### src/rtl/maxpool_flatten.sv
// 2x2 stride-2 max-pool over two Layer-0 kernels, writing pooled maps to L1K0/L1K1
// and the kernel-interleaved flatten vector to L2F through the shared result-memory port.
module maxpool_flatten #(
  parameter int DW    = 20,
  parameter int AW    = 12,
  parameter int IMG_W = 64
) (
  input  logic          clk,
  input  logic          reset,
  input  logic          start,
  output logic          busy,
  output logic          done,
  output logic          crd,
  output logic [AW-1:0] caddr_rd,
  input  logic [DW-1:0] cdata_rd,
  output logic          cwr,
  output logic [AW-1:0] caddr_wr,
  output logic [DW-1:0] cdata_wr,
  output logic [2:0]    csel
);

  localparam int CB = $clog2(IMG_W / 2);
  localparam int PB = 2 * CB;
  localparam logic [2:0] SEL_NONE = 3'b000;
  localparam logic [2:0] SEL_L0K0 = 3'b001;
  localparam logic [2:0] SEL_L1K0 = 3'b011;
  localparam logic [2:0] SEL_L2F  = 3'b101;

  typedef enum logic [2:0] {
    S_IDLE, S_RD, S_RD_LAST, S_WR_L1, S_WR_L2, S_DONE
  } state_t;

  state_t        r_state, w_state;
  logic [1:0]    r_idx, w_idx;
  logic [PB-1:0] r_p, w_p;
  logic          r_k, w_k;
  logic [DW-1:0] r_max, w_max;
  logic          w_greater;

  logic          r_busy, r_done, r_crd, r_cwr;
  logic [AW-1:0] r_caddr_rd, r_caddr_wr;
  logic [DW-1:0] r_cdata_wr;
  logic [2:0]    r_csel;
  logic          w_busy, w_done, w_crd, w_cwr;
  logic [AW-1:0] w_caddr_rd, w_caddr_wr;
  logic [DW-1:0] w_cdata_wr;
  logic [2:0]    w_csel;

  assign w_greater = $signed(cdata_rd) > $signed(r_max);

  // Outputs are decoded from the next-state values and then registered, so each
  // registered output lines up with the state it belongs to.
  always_comb begin
    w_state = r_state;
    w_idx   = r_idx;
    w_p     = r_p;
    w_k     = r_k;
    w_max   = r_max;
    case (r_state)
      S_IDLE: begin
        if (start) begin
          w_state = S_RD;
          w_idx   = '0;
          w_p     = '0;
          w_k     = 1'b0;
        end
      end
      S_RD: begin
        // cdata_rd here belongs to the address issued in the previous RD cycle
        if (r_idx != 2'd0 && (r_idx == 2'd1 || w_greater)) w_max = cdata_rd;
        w_idx = r_idx + 2'd1;
        if (r_idx == 2'd3) w_state = S_RD_LAST;
      end
      S_RD_LAST: begin
        if (w_greater) w_max = cdata_rd;
        w_state = S_WR_L1;
      end
      S_WR_L1: w_state = S_WR_L2;
      S_WR_L2: begin
        if (!r_k) begin
          w_k     = 1'b1;
          w_state = S_RD;
        end else if (r_p != '1) begin
          w_p     = r_p + 1'b1;
          w_k     = 1'b0;
          w_state = S_RD;
        end else begin
          w_state = S_DONE;
        end
      end
      S_DONE:  w_state = S_IDLE;
      default: w_state = S_IDLE;
    endcase

    w_busy     = 1'b0;
    w_done     = 1'b0;
    w_crd      = 1'b0;
    w_cwr      = 1'b0;
    w_caddr_rd = '0;
    w_caddr_wr = '0;
    w_cdata_wr = '0;
    w_csel     = SEL_NONE;
    case (w_state)
      S_RD: begin
        w_busy     = 1'b1;
        w_crd      = 1'b1;
        w_caddr_rd = AW'({w_p[PB-1:CB], w_idx[1], w_p[CB-1:0], w_idx[0]});
        w_csel     = SEL_L0K0 + {2'b00, w_k};
      end
      S_RD_LAST: begin
        w_busy = 1'b1;
        w_csel = SEL_L0K0 + {2'b00, w_k};
      end
      S_WR_L1: begin
        w_busy     = 1'b1;
        w_cwr      = 1'b1;
        w_caddr_wr = AW'(w_p);
        w_cdata_wr = w_max;
        w_csel     = SEL_L1K0 + {2'b00, w_k};
      end
      S_WR_L2: begin
        w_busy     = 1'b1;
        w_cwr      = 1'b1;
        w_caddr_wr = AW'({w_p, w_k});
        w_cdata_wr = w_max;
        w_csel     = SEL_L2F;
      end
      S_DONE:  w_done = 1'b1;
      default: ;
    endcase
  end

  always_ff @(posedge clk) begin
    if (reset) begin
      r_state    <= S_IDLE;
      r_idx      <= '0;
      r_p        <= '0;
      r_k        <= 1'b0;
      r_max      <= '0;
      r_busy     <= 1'b0;
      r_done     <= 1'b0;
      r_crd      <= 1'b0;
      r_cwr      <= 1'b0;
      r_caddr_rd <= '0;
      r_caddr_wr <= '0;
      r_cdata_wr <= '0;
      r_csel     <= SEL_NONE;
    end else begin
      r_state    <= w_state;
      r_idx      <= w_idx;
      r_p        <= w_p;
      r_k        <= w_k;
      r_max      <= w_max;
      r_busy     <= w_busy;
      r_done     <= w_done;
      r_crd      <= w_crd;
      r_cwr      <= w_cwr;
      r_caddr_rd <= w_caddr_rd;
      r_caddr_wr <= w_caddr_wr;
      r_cdata_wr <= w_cdata_wr;
      r_csel     <= w_csel;
    end
  end

  assign busy     = r_busy;
  assign done     = r_done;
  assign crd      = r_crd;
  assign cwr      = r_cwr;
  assign caddr_rd = r_caddr_rd;
  assign caddr_wr = r_caddr_wr;
  assign cdata_wr = r_cdata_wr;
  assign csel     = r_csel;

endmodule
### config.mk
export PLATFORM = sky130hd
export DESIGN_NAME = maxpool_flatten
export DESIGN_NICKNAME = d
export VERILOG_FILES = /design/src/rtl/maxpool_flatten.sv
export SDC_FILE = /design/constraint.sdc
export NUM_CORES = 1
export LEC_CHECK = 0
export BUFFER_PORTS_ARGS = -buffer_cell sky130_fd_sc_hd__buf_2
export CAP_MARGIN = 25
export CORE_MARGIN = 2
export CORE_UTILIZATION = 59
export DETAILED_ROUTE_END_ITERATION = 8
export PLACE_DENSITY = 0.84
export REMOVE_ABC_BUFFERS = 1
export SYNTH_ARGS = -nofsm -noshare
export SYNTH_HDL_FRONTEND = slang
export SYNTH_SLANG_ARGS = --single-unit
### constraint.sdc
create_clock -name clk -period 4.1 [get_ports clk]
set_input_delay 0.205 -clock clk [delete_from_list [all_inputs] [get_ports clk]]
set_output_delay 0.205 -clock clk [all_outputs]
set_load 0.005 [all_outputs]
==> metrics.log, run 1 <==
INFO  metric syn_to_final_growth = 15.1%
INFO  metric detailed_place_hpwl = 5.92 mm
INFO  metric whs_endpoint = r_max[0]
INFO  metric post-route-worst-setup-slack = about 1.3 ns
INFO  metric grt_util_met1 = 29.3%
INFO  metric vdd_ir_drop_max = 0.229 mV
INFO  metric p_leak = 1.90 nW
INFO  metric wl_per_cell = 15.1 µm
INFO  metric yosys.area_share.xor_xnor = 0.451%
INFO  metric track_usage = 24.9%
INFO  metric post-cts-setup-buffer-count = 0
INFO  metric cts.hold.buffers_added = 0
INFO  metric fin_util = 70.3%
INFO  metric crit_type = flop to flop
INFO  metric number_of_buffers_inserted_during_clock_tree_synthesis = 9
INFO  metric tightest_slew = 0.891 ns
INFO  metric critical_path_max_stage_delay = 0.62 ns
INFO  metric post_synth_inst_count = 430
INFO  metric power-per-cell-area = 359 mW/mm²
INFO  metric synth_top_family_by_area = simple AND/OR/NAND/NOR gates
INFO  metric layout.cells.most_common_list = 86 x dfxtp_1, 72 x buf_2, 65 x nand2_1, 44 x nor2_1, 36 x inv_1
INFO  metric whs_path_depth = 3
INFO  metric synth_compound_area_share = about 16%
INFO  metric cts.repair.resized = 0
INFO  metric timing.critical_path.to_type = flop
INFO  metric detail_route.vias_per_cell = 5.80
INFO  metric largest_net_degree_at_the_start_of_global_routing = 44
INFO  metric status = complete, no violations
INFO  metric crit-reg2reg-launch = r_max[18]
INFO  metric busiest_layer = met2
INFO  metric fp.coreArea = 0.00635 mm²
INFO  metric ys_dominant_reg_cell = dfxtp_1
INFO  metric postPlaceCellArea = around 0.0042 mm²
INFO  metric fillers = 510
INFO  metric clock_sinks = 86
INFO  metric required = 4.36 ns
INFO  metric yosysWarnings = 0
INFO  metric globalRoute.totalOverflow = 0
INFO  metric initial_antenna_violation_count = 0
INFO  metric crit_chain = inv_1, ha_1, nand3_2, nor4_4, o211ai_1, nand4_1, nand3_1, a32o_1
INFO  metric critPathLaunchType = flop
INFO  metric drtIter0Drc = 204
INFO  metric global_route.usage.met2 = between 40% and 50%
INFO  metric synth-seq-cells = 86
INFO  metric edff_count_synth = 0
INFO  metric die_h = about 85 µm
INFO  metric detailroute.via_count = 3355
INFO  metric fp-row-count = 29
INFO  metric detail-route-antenna-nets = 0
INFO  metric yosys.area_share.simple = 18.8%
INFO  metric worst_setup_hold_path_clk_slew = about 0.09 ns
INFO  metric max_cap_violations = 0
INFO  metric netlist-cell-type-count = between 50 and 60
INFO  metric grt_pass1_wl = between 10 and 15 mm
INFO  metric synth_mux_area_share = 6.55%
INFO  metric die_width = 85.1 µm
INFO  metric starting_density = 61.1%
INFO  metric postRouteWirelength = 8.71 mm
INFO  metric synthAdderAreaFrac = 7.09%
INFO  metric postLayoutCellArea = 0.00446 mm²
INFO  metric worst_reg2reg_setup_slack = between 1 and 1.5 ns
INFO  metric cts_root_buf = clkbuf_8
INFO  metric stdcell_count = around 580
INFO  metric hold_path_startpoint = cdata_rd[0]
INFO  metric critical_path.reg2reg.endpoint = cdata_wr[0]
INFO  metric final.period_utilization = 69.0%
INFO  metric cp_delay_by_family_top = simple AND/OR/NAND/NOR gates
INFO  metric io_pins = 74
INFO  metric tritoncts = done
INFO  metric post-route-drc-count = 0
INFO  metric final_common_cell = dfxtp_1
INFO  metric insertion_delay = approximately 0.36 ns
INFO  metric maxClockFrequency = 354 MHz
INFO  metric numPortBuffers = 72
INFO  metric gr-usage-met3 = 4.57%
INFO  metric slowest_stage = nand3_1
INFO  metric design.final.nets = 541
INFO  metric async_reset_ff_share = 0%
INFO  metric cell_depth_of_the_worst_flop_to_flop_path = 8
INFO  metric synth_seq_area_share = 44.4%
INFO  metric max_root_sink_buffers = 2
INFO  metric arrival_time_of_the_worst_setup_path = 3.08 ns
INFO  metric placement.setup.worst_slack = 1.37 ns
INFO  metric worst_path_maximum_fanout = 20
INFO  metric final.setup.tns = 0 ns
INFO  metric post_route_cells_drive_above_1_share = 20.8%
INFO  metric netlist_area = 0.00388 mm²
INFO  metric finalHoldViolCount = 0
INFO  metric place_congestion = between 0.8 and 0.9
INFO  metric unrepaired_setup_endpoints_after_global_routing = no
INFO  metric critical_path_buf_inv_count = 1
INFO  metric final_total_pwr = 1.60 mW
INFO  metric firstDrtPassIters = 4
INFO  metric htreeDepth = 3
INFO  metric first_global_vias = 3207
INFO  metric timing.slew.headroom = 40.5%
INFO  metric postSynthAreaPerCell = 9.02 µm²
INFO  metric dieArea = 0.00724 mm²
INFO  metric fin_worst_skew = 0.00837 ns
INFO  metric worst_hold_path_type = primary input to flop
INFO  metric fin_hold_ws = 0.0990 ns
INFO  metric final_max_slew_viol_count = 0
INFO  metric ant_cells = 0
INFO  metric period_minus_slack = 2.83 ns
INFO  metric dpl.cell_count = 561
INFO  metric setup-violations-final = 0
[cell type report]
class / instances / area, µm² / area share [%]
clock buffers: 12 / 155 / 3.48
clock inverters: 4 / 53.8 / 1.21
inverters: 37 / 139 / 3.11
multi-input cells: 287 / 1900 / 42.6
flip-flops and latches: 86 / 1720 / 38.6
well taps: 77 / 96.3 / 2.16
repair buffers: 75 / 395 / 8.86
[cell families after synthesis]
logic type                 count (synthesis)
buffers and inverters                     57
other                                      1
AOI/OAI and AO/OA                         81
adders and majority gates                 22
xor gates and xnor gates                   2
DFF                                       86
muxes                                     25
and+or+nand+nor                          156
[how the worst max path moves through the flow]
stage | slack [ns] | start | endpoint | depth (start not counted)
detailed placement | 1.37 | r_max[18] | cdata_wr[0] | 8
CTS | 1.30 | r_max[18] | r_max[12] | 8
global route | 1.13 | r_max[18] | cdata_wr[0] | 8
global placement | 1.49 | r_max[18] | cdata_wr[3] | 8
finish | 1.27 | r_max[18] | cdata_wr[0] | 8
floorplan | 1.34 | r_max[18] | r_max[0] | 8
[worst reg2reg max path, delay by kind of cell (launching register included)]
kind | cells | cell delay [ns]
buffers and inverters | 1 | 0.07
adder cells (fa/ha/maj) | 1 | 0.37
AND/OR/NAND/NOR | 4 | 1.25
flip-flops | 1 | 0.34
AO/OA/AOI/OAI | 2 | 0.70
[power by group]
group	internal [mW]	leakage [nW]	switching, mW	total (mW)
clock network	0.317	0.0992	0.306	0.624
registers	0.844	0.694	0.00848	0.853
logic	0.0487	1.11	0.0776	0.126
[per-layer routing]
layer | up-vias | wire length [µm]
met5 | - | 0
met4 | 0 | 240
met3 | 26 | 528
met2 | 127 | 4290
met1 | 1571 | 3650
li1 | 1631 | -
[flip-flops by register name (all words and copies together) (netlist names)]
signal and count:
csel 3, caddr_rd 12, cwr 1, r_state 3
r_p 10, r_max 20, caddr_wr 11, r_idx 2
r_k 1, crd 1, cdata_wr 20, done 1
busy 1
[Yosys cell counts (6+ instances only)]
library cell | instances | area share, %
dfxtp_1 | 86 | 44
nor2_1 | 44 | 4.3
and2_1 | 6 | 0.97
ha_1 | 22 | 7.1
inv_1 | 36 | 3.5
clkbuf_1 | 14 | 1.4
a21oi_1 | 15 | 1.9
o22ai_1 | 6 | 0.97
mux2i_1 | 22 | 5.7
a32o_1 | 20 | 5.2
nor3_1 | 8 | 1.0
nand2_1 | 65 | 6.3
(Power assumes the default switching activity.)
==> run 2: changes to the inputs <==
--- a/config.mk
+++ b/config.mk
@@ -8,9 +8,9 @@
 export BUFFER_PORTS_ARGS = -buffer_cell sky130_fd_sc_hd__buf_2
 export CAP_MARGIN = 25
 export CORE_MARGIN = 2
-export CORE_UTILIZATION = 59
+export CORE_UTILIZATION = 50
 export DETAILED_ROUTE_END_ITERATION = 8
-export PLACE_DENSITY = 0.84
+export PLACE_DENSITY = 0.76
 export REMOVE_ABC_BUFFERS = 1
 export SYNTH_ARGS = -nofsm -noshare
 export SYNTH_HDL_FRONTEND = slang
==> constraint.sdc (replaced) <==
create_clock -name clk -period 2.4 [get_ports clk]
set_input_delay 0.12 -clock clk [delete_from_list [all_inputs] [get_ports clk]]
set_output_delay 0.12 -clock clk [all_outputs]
set_load 0.005 [all_outputs]
==> metrics.log, run 2 (synthesis results as in run 1) <==
INFO  metric final_max_slew_viol_count = 0
INFO  metric number_of_buffers_inserted_during_clock_tree_synthesis = 9
INFO  metric fin_hold_ws = 0.0170 ns
INFO  metric first_global_vias = 3151
INFO  metric starting_density = 51.0%
INFO  metric globalRoute.totalOverflow = 0
INFO  metric tritoncts = done
INFO  metric setup-violations-final = 0
INFO  metric track_usage = 20.8%
INFO  metric worst_setup_hold_path_clk_slew = 0.09 ns
INFO  metric final.period_utilization = 95.6%
INFO  metric multiInputGateArea = about 0.0020 mm²
INFO  metric grt_pass1_wl = 14.2 mm
INFO  metric p_leak = 2.00 nW
INFO  metric fin_worst_skew = 0.00905 ns
INFO  metric detailroute.via_count = 3288
INFO  metric fillers = 667
INFO  metric layout.cells.most_common_list = 82 x dfxtp_1, 72 x buf_2, 65 x nand2_1, 44 x nor2_1, 35 x inv_1
INFO  metric numPortBuffers = 72
INFO  metric final_common_cell = dfxtp_1
INFO  metric place_congestion = 0.880
INFO  metric postPlaceCellArea = 0.00437 mm²
INFO  metric crit_chain = inv_1, ha_4, nand4_1, nor4_4, a21oi_2, a21o_1, a31o_4, buf_12, a32o_1
INFO  metric post_route_cells_drive_above_1_share = 24.6%
INFO  metric critical_path_max_stage_delay = roughly 0.37 ns
INFO  metric final-seq-area = 0.00173 mm²
INFO  metric insertion_delay = about 0.37 ns
INFO  metric tightest_slew = 0.609 ns
INFO  metric io_pins = 74
INFO  metric power-per-cell-area = 602 mW/mm²
INFO  metric die_width = about 92 µm
INFO  metric worst_hold_path_type = primary input to flop
INFO  metric wl_per_cell = 14.3 µm
INFO  metric max_cap_violations = 0
INFO  metric final.setup.tns = 0 ns
INFO  metric fp.coreArea = ~0.0076 mm²
INFO  metric largest_net_degree_at_the_start_of_global_routing = between 40 and 50
INFO  metric status = complete, no violations
INFO  metric finalHoldViolCount = 0
INFO  metric fp-row-count = 32
INFO  metric timing.slew.headroom = 58.7%
INFO  metric drtIter0Drc = 156
INFO  metric post-route-worst-setup-slack = 0.105 ns
INFO  metric postRouteWirelength = 8.81 mm
INFO  metric htreeDepth = 3
INFO  metric post-route-drc-count = 0
INFO  metric period_minus_slack = 2.29 ns
INFO  metric firstDrtPassIters = 4
INFO  metric cts.hold.buffers_added = 0
INFO  metric placement.setup.worst_slack = 0.0694 ns
INFO  metric worst_path_maximum_fanout = 9
INFO  metric initial_antenna_violation_count = 0
INFO  metric timing.critical_path.to_type = flop
INFO  metric detail-route-antenna-nets = 0
INFO  metric arrival_time_of_the_worst_setup_path = roughly 2.6 ns
INFO  metric slowest_stage = nor4_4
INFO  metric clock_sinks = 86
INFO  metric cts_root_buf = clkbuf_8
INFO  metric dieArea = 0.00848 mm²
INFO  metric critPathLaunchType = flop
INFO  metric vdd_ir_drop_max = 0.328 mV
INFO  metric design.final.nets = 553
INFO  metric maxClockFrequency = 436 MHz
INFO  metric critical_path_buf_inv_count = 2
INFO  metric max_root_sink_buffers = 2
INFO  metric detail_route.vias_per_cell = around 5.3
INFO  metric ant_cells = 0
INFO  metric detailed_place_hpwl = between 6 and 7 mm
INFO  metric crit_type = flop to flop
INFO  metric required = between 2 and 3 ns
INFO  metric postLayoutCellArea = ~0.0047 mm²
INFO  metric die_h = around 92 µm
INFO  metric syn_to_final_growth = 21.2%
INFO  metric cp_delay_by_family_top = compound AO/OA/AOI/OAI gates
[run 2: cell count changes in the layout (fill, tap and decap cells not counted), sizes merged]
| cell | before | now |
|---|---|---|
| buf | 75 | 85 |
| clkinv | 1 | 4 |
| clkinvlp | 2 | 0 |
| bufinv | 1 | 2 |
| clkbuf | 12 | 11 |
| inv | 37 | 38 |
[run 2: path summary, 6_finish.rpt]
path	to	cells after the start	slack, ns	from
worst max-delay path	cdata_wr[10]	9	0.11	r_max[9]
worst min-delay path	r_max[16]	3	0.02	cdata_rd[16]
worst max register to register	cdata_wr[10]	9	0.11	r_max[9]
worst min register to register	r_max[11]	2	0.46	r_max[11]
[run 2: what timing repair did]
item | 4_1_cts | 5_1_grt
gates resized for setup | 0 | 10
buffers inserted | 0 | 1
setup endpoints to repair | 0 | 22
[run 2: report_power, final]
part | total [mW] | internal, mW | switching [mW]
Sequential | 1.45 | 1.44 | 0.0110
Combinational | 0.245 | 0.101 | 0.143
Clock | 1.13 | 0.592 | 0.538
[run 2: worst min-delay path: stages]
cell and delay, ns:
buf_2 0.12, nand2_1 0.05, mux2i_1 0.05
[run 2: metal layers]
metal  routed length [µm]  global-route usage [%]  vias up
met5                    0                       0        -
met4                  114                    6.34        0
met3                  421                    5.42       10
met2                 4420                    36.2       94
met1                 3850                    25.2     1535
li1                     -                       -     1649
[run 2: final cells by class]
class | instances | share of cell area (%)
clock buffers | 9 | 2.64
repair buffers | 87 | 11.3
inverters | 37 | 2.95
clock inverters | 7 | 2.05
flip-flops and latches | 86 | 36.7
multi-input cells | 287 | 41.6
well taps | 102 | 2.71
[run 2: per-stage QoR]
| stage | utilization, % | total power, mW | instances |
|---|---|---|---|
| after floorplan | - | 1.62 | 410 |
| after global placement | 57.4 | 1.70 | 596 |
| after detailed placement | 57.4 | 1.71 | 596 |
| after CTS | 60.3 | 2.83 | 612 |
| after global routing | 61.8 | 2.94 | 615 |
| final | 61.8 | 2.83 | 615 |
==> run 3: changes to the inputs <==
--- a/config.mk
+++ b/config.mk
@@ -10,7 +10,8 @@
 export CORE_MARGIN = 2
 export CORE_UTILIZATION = 50
 export DETAILED_ROUTE_END_ITERATION = 8
-export PLACE_DENSITY = 0.76
+export GPL_ROUTABILITY_DRIVEN = 0
+export PLACE_DENSITY = 0.85
 export REMOVE_ABC_BUFFERS = 1
 export SYNTH_ARGS = -nofsm -noshare
 export SYNTH_HDL_FRONTEND = slang
==> metrics.log, run 3 (synthesis results as in run 1) <==
INFO  metric die_h = roughly 92 µm
INFO  metric arrival_time_of_the_worst_setup_path = around 2.6 ns
INFO  metric stdcell_count = between 600 and 700
INFO  metric ant_cells = 0
INFO  metric die_width = 92.1 µm
INFO  metric fin_util = 60.8%
INFO  metric htreeDepth = 3
INFO  metric detail_route.vias_per_cell = 5.43
INFO  metric insertion_delay = 0.37 ns
INFO  metric tritoncts = done
INFO  metric layout.cells.most_common_list = 82 x dfxtp_1, 72 x buf_2, 65 x nand2_1, 44 x nor2_1, 36 x inv_1
INFO  metric fin_worst_skew = 0.00656 ns
INFO  metric worst_hold_path_type = primary input to flop
INFO  metric post-route-worst-setup-slack = about 0.056 ns
INFO  metric max_cap_violations = 0
INFO  metric detailroute.via_count = approximately 3300
INFO  metric critical_path.reg2reg.endpoint = r_max[18]
INFO  metric clock_sinks = 86
INFO  metric initial_antenna_violation_count = 0
INFO  metric hold_path_startpoint = cdata_rd[0]
INFO  metric syn_to_final_growth = 19.2%
INFO  metric worst_reg2reg_setup_slack = between 0.05 and 0.06 ns
INFO  metric post_route_cells_drive_above_1_share = 24.1%
INFO  metric p_leak = 1.96 nW
INFO  metric largest_net_degree_at_the_start_of_global_routing = 41
INFO  metric starting_density = 51.0%
INFO  metric cell_depth_of_the_worst_flop_to_flop_path = 10
INFO  metric dpl.cell_count = 594
INFO  metric number_of_buffers_inserted_during_clock_tree_synthesis = 9
INFO  metric detailed_place_hpwl = 6.06 mm
INFO  metric final_max_slew_viol_count = 0
INFO  metric wl_per_cell = 14.4 µm
INFO  metric fp-row-count = 32
INFO  metric design.final.nets = 551
INFO  metric track_usage = between 20% and 30%
INFO  metric timing.slew.headroom = about half
INFO  metric fp.coreArea = 0.00761 mm²
INFO  metric whs_endpoint = r_max[0]
INFO  metric crit-reg2reg-launch = r_max[11]
INFO  metric dieArea = 0.00848 mm²
INFO  metric worst_setup_hold_path_clk_slew = 0.09 ns
INFO  metric worst_path_maximum_fanout = 12
INFO  metric final.period_utilization = between 90% and 100%
INFO  metric final_common_cell = dfxtp_1
INFO  metric drtIter0Drc = 155
INFO  metric max_root_sink_buffers = 2
INFO  metric whs_path_depth = 3
INFO  metric status = complete, no violations
INFO  metric required = between 2 and 3 ns
INFO  metric final_total_pwr = approximately 2.6 mW
INFO  metric fillers = roughly 650
INFO  metric globalRoute.totalOverflow = 0
INFO  metric post-route-drc-count = 0
INFO  metric tightest_slew = 0.720 ns
INFO  metric grt_pass1_wl = 14.3 mm
INFO  metric placement.setup.worst_slack = 0.0741 ns
INFO  metric finalHoldViolCount = 0
INFO  metric detail-route-antenna-nets = 0
INFO  metric fin_hold_ws = 0.0183 ns
INFO  metric power-per-cell-area = 569 mW/mm²
INFO  metric vdd_ir_drop_max = 0.277 mV
INFO  metric firstDrtPassIters = 5
INFO  metric cts_root_buf = clkbuf_8
INFO  metric period_minus_slack = 2.34 ns
INFO  metric postRouteWirelength = around 9 mm
INFO  metric setup-violations-final = 0
INFO  metric critPathLaunchType = flop
INFO  metric first_global_vias = 3191
INFO  metric crit_type = flop to flop
INFO  metric numPortBuffers = 72
INFO  metric timing.critical_path.to_type = flop
INFO  metric io_pins = 74
INFO  metric maxClockFrequency = roughly 430 MHz
==> run 3: cell types whose count changed in the layout (fill, tap and decap cells not counted), sizes merged <==
cell      change
inv           +1
bufinv        -2
buf           -1
clkinv        -1
clkbuf        -1
clkinvlp      +2
==> run 3: layout make-up <==
type	instances	area (µm²)	share of cell area (%)
clock buffers	9	124	2.68
inverters	37	139	3.00
flip-flops and latches	86	1730	37.3
repair buffers	85	500	10.8
clock inverters	7	55.1	1.19
multi-input cells	287	1950	42.2
well taps	102	128	2.76
==> run 3: where the power goes <==
group	leakage, nW	internal, mW	switching, mW
logic	1.17	0.101	0.147
registers	0.696	1.44	0.0101
clock network	0.0866	0.386	0.545
total	1.96	1.93	0.701
==> run 3: per-layer routing <==
layer  track usage, %  vias to the layer above  part of all wire, %
met4             8.21                        0                  1.6
met2             36.8                       99                   50
met3             5.75                       12                  5.1
met5                0                        -                    0
li1                 -                     1647                    -
met1             24.8                     1569                   43
==> run 3: metrics by stage <==
| stage | TNS, ns | area, µm² |
|---|---|---|
| 2_1_floorplan | -14.50 | 3760 |
| 3_3_place_gp | 0 | 4340 |
| 3_5_place_dp | 0 | 4340 |
| 4_1_cts | 0 | 4520 |
| 5_1_grt | -0.404 | 4630 |
| 6_report | 0 | 4630 |
==> run 3: worst max-delay path, stage by stage, from the launching register on <==
cell       delay, ns
dfxtp_2         0.33
inv_1           0.07
ha_4            0.28
nand4_1         0.14
nor4_4          0.38
a21oi_2         0.12
buf_4           0.15
nand4_1         0.12
a31o_4          0.23
clkbuf_16       0.20
mux2i_1         0.23
==> run 3: worst max-delay path by stage <==
stage / startpoint / to / slack [ns] / cells after the start
after CTS: r_max[18] / cdata_wr[1] / 0.02 / 9
after detailed placement: r_max[18] / cdata_wr[1] / 0.07 / 9
after floorplan: r_max[18] / r_max[0] / -0.36 / 8
after global placement: r_max[18] / cdata_wr[2] / 0.13 / 9
final: r_max[11] / r_max[18] / 0.06 / 10
after global routing: r_max[11] / r_max[18] / -0.04 / 10
==> run 3: what timing repair did <==
action	in CTS	in global routing
hold buffers	0	0
gates resized for setup	0	12
endpoints found under the setup margin	0	22
setup buffers	0	2
